**src/rtl/pc_fetch_bpu_if.sv**
```systemverilog
// Fetch/branch-predictor bundle: fetch control and EX resolution in, fetch PC and prediction out.
// The master side (EX / test driver) issues control; the slave side is the fetch unit.
interface pc_fetch_bpu_if #(
  parameter int unsigned DATA_WIDTH = 32
);
  logic                  en_f;
  logic                  redirect;
  logic [DATA_WIDTH-1:0] redirect_pc;
  logic                  upd_valid;
  logic [DATA_WIDTH-1:0] upd_pc;
  logic                  upd_taken;
  logic [DATA_WIDTH-1:0] upd_target;
  logic                  upd_is_jump;
  logic [DATA_WIDTH-1:0] PC;
  logic [DATA_WIDTH-1:0] inc_PC;
  logic                  predict_taken;
  logic [DATA_WIDTH-1:0] predict_target;

  modport master (
    output en_f, redirect, redirect_pc, upd_valid, upd_pc, upd_taken, upd_target, upd_is_jump,
    input  PC, inc_PC, predict_taken, predict_target
  );

  modport slave (
    input  en_f, redirect, redirect_pc, upd_valid, upd_pc, upd_taken, upd_target, upd_is_jump,
    output PC, inc_PC, predict_taken, predict_target
  );
endinterface

```
**src/rtl/pc_fetch_bpu.sv**
```systemverilog
// Fetch-stage PC register with a direct-mapped BTB of tag/target/saturating-counter entries.
// Updates from EX land at the clock edge, so a same-cycle lookup sees the previous contents.
module pc_fetch_bpu #(
  parameter int unsigned          DATA_WIDTH  = 32,
  parameter int unsigned          BTB_ENTRIES = 16,
  parameter int unsigned          CTR_BITS    = 2,
  parameter logic [DATA_WIDTH-1:0] RESET_PC   = '0
) (
  input logic            clk,
  input logic            rst,
  pc_fetch_bpu_if.slave  bus
);

  localparam int unsigned IdxW = $clog2(BTB_ENTRIES);
  localparam int unsigned TagW = DATA_WIDTH - IdxW - 2;

  localparam logic [CTR_BITS-1:0] CtrMax    = '1;
  localparam logic [CTR_BITS-1:0] CtrWeakT  = CTR_BITS'(1) << (CTR_BITS - 1);
  localparam logic [CTR_BITS-1:0] CtrWeakNt = CtrWeakT - CTR_BITS'(1);

  logic [DATA_WIDTH-1:0] pc_q, pc_d;
  logic                  valid_q [BTB_ENTRIES];
  logic [TagW-1:0]       tag_q   [BTB_ENTRIES];
  logic [DATA_WIDTH-1:0] tgt_q   [BTB_ENTRIES];
  logic [CTR_BITS-1:0]   ctr_q   [BTB_ENTRIES];

  logic [IdxW-1:0] rd_idx, upd_idx;
  logic [TagW-1:0] rd_tag, upd_tag;
  logic            rd_hit, upd_hit;

  logic                  upd_we;
  logic [CTR_BITS-1:0]   upd_ctr;
  logic [DATA_WIDTH-1:0] upd_tgt;

  logic unused_upd_lsb;
  assign unused_upd_lsb = ^bus.upd_pc[1:0];

  // Lookup on the current fetch PC
  assign rd_idx = pc_q[IdxW+1:2];
  assign rd_tag = pc_q[DATA_WIDTH-1:IdxW+2];
  assign rd_hit = valid_q[rd_idx] && (tag_q[rd_idx] == rd_tag);

  assign bus.PC             = pc_q;
  assign bus.inc_PC         = pc_q + DATA_WIDTH'(4);
  assign bus.predict_taken  = rd_hit && ctr_q[rd_idx][CTR_BITS-1];
  assign bus.predict_target = rd_hit ? tgt_q[rd_idx] : '0;

  assign upd_idx = bus.upd_pc[IdxW+1:2];
  assign upd_tag = bus.upd_pc[DATA_WIDTH-1:IdxW+2];
  assign upd_hit = valid_q[upd_idx] && (tag_q[upd_idx] == upd_tag);

  always_comb begin
    upd_we  = 1'b0;
    upd_ctr = ctr_q[upd_idx];
    upd_tgt = tgt_q[upd_idx];
    if (bus.upd_valid) begin
      if (upd_hit) begin
        upd_we = 1'b1;
        if (bus.upd_is_jump) begin
          upd_ctr = CtrMax;
          upd_tgt = bus.upd_target;
        end else if (bus.upd_taken) begin
          if (upd_ctr != CtrMax) upd_ctr = upd_ctr + CTR_BITS'(1);
          upd_tgt = bus.upd_target;
        end else if (upd_ctr != '0) begin
          upd_ctr = upd_ctr - CTR_BITS'(1);
        end
      end else if (bus.upd_taken) begin
        // Allocation only on taken outcomes; not-taken misses leave the entry alone
        upd_we  = 1'b1;
        upd_ctr = bus.upd_is_jump ? CtrMax : CtrWeakT;
        upd_tgt = bus.upd_target;
      end
    end
  end

  always_comb begin
    pc_d = pc_q;
    if (bus.redirect) begin
      pc_d = bus.redirect_pc;
    end else if (!bus.en_f) begin
      pc_d = pc_q;
    end else if (bus.predict_taken) begin
      pc_d = bus.predict_target;
    end else begin
      pc_d = bus.inc_PC;
    end
  end

  always_ff @(posedge clk) begin
    if (!rst) begin
      pc_q <= RESET_PC;
      for (int i = 0; i < int'(BTB_ENTRIES); i++) begin
        valid_q[i] <= 1'b0;
        tag_q[i]   <= '0;
        tgt_q[i]   <= '0;
        ctr_q[i]   <= CtrWeakNt;
      end
    end else begin
      pc_q <= pc_d;
      if (upd_we) begin
        valid_q[upd_idx] <= 1'b1;
        tag_q[upd_idx]   <= upd_tag;
        tgt_q[upd_idx]   <= upd_tgt;
        ctr_q[upd_idx]   <= upd_ctr;
      end
    end
  end

endmodule
```
**src/flat_wrapper.sv**
```systemverilog
// flat-port wrapper written by rule: the top's interface ports become plain ports
module pc_fetch_bpu_flat 
#(
  parameter int unsigned          DATA_WIDTH  = 32,
  parameter int unsigned          BTB_ENTRIES = 16,
  parameter int unsigned          CTR_BITS    = 2,
  parameter logic [DATA_WIDTH-1:0] RESET_PC   = '0
)
  (clk, rst, bus_en_f, bus_redirect, bus_redirect_pc, bus_upd_valid, bus_upd_pc, bus_upd_taken, bus_upd_target, bus_upd_is_jump, bus_PC, bus_inc_PC, bus_predict_taken, bus_predict_target);
  pc_fetch_bpu_if #(.DATA_WIDTH(DATA_WIDTH)) bus_i ();
  input logic clk;
  input logic rst;
  input wire logic [$bits(bus_i.en_f)-1:0] bus_en_f;
  input wire logic [$bits(bus_i.redirect)-1:0] bus_redirect;
  input wire logic [$bits(bus_i.redirect_pc)-1:0] bus_redirect_pc;
  input wire logic [$bits(bus_i.upd_valid)-1:0] bus_upd_valid;
  input wire logic [$bits(bus_i.upd_pc)-1:0] bus_upd_pc;
  input wire logic [$bits(bus_i.upd_taken)-1:0] bus_upd_taken;
  input wire logic [$bits(bus_i.upd_target)-1:0] bus_upd_target;
  input wire logic [$bits(bus_i.upd_is_jump)-1:0] bus_upd_is_jump;
  output wire logic [$bits(bus_i.PC)-1:0] bus_PC;
  output wire logic [$bits(bus_i.inc_PC)-1:0] bus_inc_PC;
  output wire logic [$bits(bus_i.predict_taken)-1:0] bus_predict_taken;
  output wire logic [$bits(bus_i.predict_target)-1:0] bus_predict_target;
  assign bus_i.en_f = bus_en_f;
  assign bus_i.redirect = bus_redirect;
  assign bus_i.redirect_pc = bus_redirect_pc;
  assign bus_i.upd_valid = bus_upd_valid;
  assign bus_i.upd_pc = bus_upd_pc;
  assign bus_i.upd_taken = bus_upd_taken;
  assign bus_i.upd_target = bus_upd_target;
  assign bus_i.upd_is_jump = bus_upd_is_jump;
  assign bus_PC = bus_i.PC;
  assign bus_inc_PC = bus_i.inc_PC;
  assign bus_predict_taken = bus_i.predict_taken;
  assign bus_predict_target = bus_i.predict_target;
  pc_fetch_bpu #(.DATA_WIDTH(DATA_WIDTH), .BTB_ENTRIES(BTB_ENTRIES), .CTR_BITS(CTR_BITS), .RESET_PC(RESET_PC)) u_core (.clk(clk), .rst(rst), .bus(bus_i));
endmodule
```
**config.mk**
```make
export PLATFORM = sky130hd
export DESIGN_NAME = pc_fetch_bpu_flat
export DESIGN_NICKNAME = d
export VERILOG_FILES = /design/src/rtl/pc_fetch_bpu_if.sv /design/src/rtl/pc_fetch_bpu.sv /design/src/flat_wrapper.sv
export SDC_FILE = /design/constraint.sdc
export NUM_CORES = 2
export LEC_CHECK = 0
export ABC_AREA = 1
export BUFFER_PORTS_ARGS = -buffer_cell sky130_fd_sc_hd__buf_4
export CAP_MARGIN = 5
export CORE_MARGIN = 2
export CORE_UTILIZATION = 30
export DETAILED_ROUTE_END_ITERATION = 8
export MAX_ROUTING_LAYER = met4
export PLACE_DENSITY_LB_ADDON = 0.1
export SYNTH_ARGS = -nofsm -noshare
export SYNTH_HDL_FRONTEND = slang
export SYNTH_SLANG_ARGS = --single-unit
```
**constraint.sdc**
```tcl
create_clock -name clk -period 7.05 [get_ports clk]
set_input_delay 0.3525 -clock clk [delete_from_list [all_inputs] [get_ports clk]]
set_output_delay 0.3525 -clock clk [all_outputs]
set_load 0.005 [all_outputs]
```
==> run_results.csv <==
group,metric,value,unit
run_status,outcome,"finished clean",
critical_path,crit_family,"buffers and inverters",
die,ios,200,
power_and_ir_drop,ir_drop,0.000237,V
synth,syn_nets,6816,
power_and_ir_drop,power_switching,4.87,mW
die,start_util,30.1,%
routing,drc,0,
die,die_y,437,um
min_path,min_path_type,"in -> reg",
clock_tree,postCtsSetupBuffers,0,
clock_tree,cts_tree,"done",
critical_path,required,7.76,ns
finish,layout.nets,6742,
synth,yosysWarnings,0,
finish,layout-drive-gt1-share,9.02,%
timing,period_share,84.5,%
die,core-area,187000,sq um
power_and_ir_drop,pwr-share-clk,38.1,%
global_routing,grt_pass1_wl,384,mm
power_and_ir_drop,seq_power_share,44.9,%
critical_path,crit_path_max_incr_delay,0.78,ns
routing,drtIter0Drc,6344,
synth,syn_area_per_cell,8.39,sq um
routing,drt_wl_total,278,mm
timing,hold_viol,0,
synth,synth_area_leaders,"edfxtp_1 (51%), nand2_1 (11%), a21oi_1 (8.0%)",
timing,max_freq,168,MHz
global_routing,grt_max_degree,165,
placement,gp_congestion,0.862,
routing,num_vias,52300,
routing,antenna_left,0,
critical_path,crit_fanout,130,
synth,ys_types,39,
clock_tree,cts_hold_buf,36,
critical_path,critPathLaunchType,"register",
synth,ys_seq_area_share,53.0,%
synth,synth-seq-cells,1012,
timing,finalMaxSlewViolations,0,
power_and_ir_drop,switching_share,31.2,%
die,row_count,159,
placement,portBuffers,197,
power_and_ir_drop,power_frac_comb,17.0,%
finish,area_delta_synth_final,14.2,%
global_routing,overflow,0,
placement,dp.cells,8975,
global_routing,antenna_found_initial,6,
critical_path,cp_slowest_cell,"dfxtp_4",
synth,netlist_instances,6712,
timing,setup_tns,0,ns
finish,fin_cells,9239,
critical_path,crit_chain,"buf_12 -> nand2_1 -> o21ai_0 -> nand2_1 -> nand3_1 -> nand3_1 -> nand2_1 -> nand2_1 -> nand2_1 -> nand2_1 -> nor2_1 -> nand3_1 -> nor2_2 -> buf_4 -> inv_1 -> nor2_1 -> nand2_1 -> nand2_1 -> dlygate4sd3_1 -> nor2_1 -> nor2_1 -> dlygate4sd3_1",
clock_tree,clkTransAtPathRegs,0.06,ns
critical_path,cpMostUsedCell,"nand2_1",
routing,drt_pass1_iterations,6,
power_and_ir_drop,p_per_area,243,nW/um^2
critical_path,critical_path_buf_inv_count,5,
routing,viasPerCell,5.66,
clock_tree,htree_levels,3,
power_and_ir_drop,p_total,15.6,mW
critical_path,crit_type,"reg -> reg",
clock_tree,cts_max_path_buffers,3,
global_routing,grt_pass1_vias,49300,
timing,setup_ws,1.09,ns
synth,syn_area,56300,sq um
die,chipWidth,437,um
timing,slew_headroom,15.3,%
placement,pre_cts_slack,1.29,ns
power_and_ir_drop,power_leakage,25.2,nW
clock_tree,clk_root_buffer_cell,"clkbuf_16",
power_and_ir_drop,p_int,10.7,mW
finish,fill_cells,19400,
routing,wl_per_cell,30.1,um
timing,worst_slew_pin_slew,1.27,ns
clock_tree,clk-insertion-delay-late,0.78,ns
die,die_area,191000,sq um
flow_run,cap_violations,0,
timing,finalWorstPathRequiredPeriod,5.96,ns
min_path,hold_start,"bus_redirect_pc[5]",
timing,rsz0062_at_grt,"no",
timing,setup_viol,0,
synth,synth_top_cell_by_area,"edfxtp_1",
critical_path,cp-end-kind,"register",
clock_tree,cts_made_buffers,120,
clock_tree,cts.sinks,1012,
critical_path,cp.arrival,6.66,ns
global_routing,globalRouteTotalUtil,28.9,%
timing,finClkSkew,0.0378,ns
synth,synth_top_area_share,51.2,%
placement,hpwlAfterDp,152,mm
clock_tree,cts.repair.resized,0,
worst register-to-register path, delay by kind of cell (launching register included):
| kind | cells | cell delay, ns |
|---|---|---|
| compound gates | 1 | 0.10 |
| buf+inv | 5 | 2.52 |
| flops | 1 | 0.78 |
| simple gates | 16 | 2.52 |
kinds of logic (layout without fill, tap and decap cells):
group | after synthesis | in the layout | share of synthesized area (%)
AOI/OAI and AO/OA | 1594 | 1594 | 16.6
xor gates and xnor gates | 28 | 28 | 0.435
adders and majority gates | 1 | 1 | 0.0222
buffers and inverters | 1026 | 1052 | 7.42
DFF | 1012 | 1012 | 53.0
other | 0 | 6 | 0
and+or+nand+nor | 3051 | 3051 | 22.5
per-layer routing:
metal / GRT usage (%) / wire [um]
met5: - / 0
met4: 11.8 / 13000
met3: 4.07 / 20900
met2: 45.7 / 129000
met1: 37.3 / 115000
state kept, by name (all words and copies together), names as in the netlist, named ones only:
name            flops
u_core.bus.PC      32
u_core.ctr_q       32
u_core.tag_q      416
u_core.tgt_q      512
u_core.valid_q     16
stage by stage:
| step | cell area (sq um) | hold WS [ns] | util (%) |
|---|---|---|---|
| floorplan | 56300 | 0.432 | - |
| global placement | 60300 | 0.455 | 32.2 |
| detailed placement | 60300 | 0.466 | 32.2 |
| CTS | 64300 | 0.00371 | 34.3 |
| global route | 64300 | 0.0641 | 34.3 |
| finish | 64300 | 0.0486 | 34.3 |
placed cells by master (no fill, tap or decap), types with 62 or more instances in the layout:
cell,n
edfxtp_1,960
a21oi_1,895
nor2_1,814
a22oi_1,300
a221oi_1,128
inv_1,408
o21ai_0,210
nand3_1,398
clkbuf_16,121
nand2_1,1619
or3_1,62
buf_4,304
power groups by stage:
stage / sequential (mW) / combinational [mW] / clock [mW]
after floorplan: 7.07 / 1.43 / 0
after global placement: 7.13 / 2.59 / 0
after detailed placement: 7.13 / 2.59 / 0
after CTS: 7.00 / 2.62 / 6.03
after global routing: 7.04 / 2.81 / 6.22
final: 7.01 / 2.65 / 5.95
path summary, 6_finish.rpt:
kind	end	slack [ns]	depth (start not counted)
max	u_core.bus.PC[1]$_SDFFE_PN0P_	1.09	22
min	u_core.bus.PC[5]$_SDFFE_PN0N_	0.05	5
max reg2reg	u_core.bus.PC[1]$_SDFFE_PN0P_	1.09	22
min reg2reg	u_core.valid_q[3]$_DFF_P_	0.47	2
cells in the mapped netlist:
master and number:
o221ai_1 4, nand4_4 8, inv_2 4, xor2_1 28, buf_1 46, buf_6 7
clkbuf_2 1, nor2_4 2, nand4_2 2, inv_1 412, nand4_1 55, nor2_1 819
nor4_1 2, o21ai_0 210, a221oi_1 128, nor3b_1 1, clkinv_1 30, nand2_2 2
a22o_1 1, dfxtp_1 52, nand2_1 1636, or3_1 62, a22oi_1 300, nand3_1 398
or2_2 20, o22ai_1 11, o21ai_4 1, ha_1 1, a21oi_1 895, nand3_2 29
clkbuf_1 393, buf_4 44, o21bai_2 1, buf_2 89, o21ai_1 15, nor2_2 1
edfxtp_1 960, nor3_1 14, o211ai_1 28
area by class of cell:
| class | count | area (sq um) | area share (%) |
|---|---|---|---|
| Clock buffer | 157 | 3170 | 4.94 |
| Sequential cell | 1012 | 29900 | 46.5 |
| Tap cell | 2495 | 3120 | 4.86 |
| Clock inverter | 65 | 415 | 0.646 |
| Timing Repair Buffer | 384 | 3520 | 5.48 |
| Antenna cell | 6 | 15.0 | 0.0234 |
| Multi-Input combinational cell | 4674 | 22500 | 34.9 |
| Inverter | 446 | 1710 | 2.65 |
Note: power is estimated with default switching activity, not from simulation.
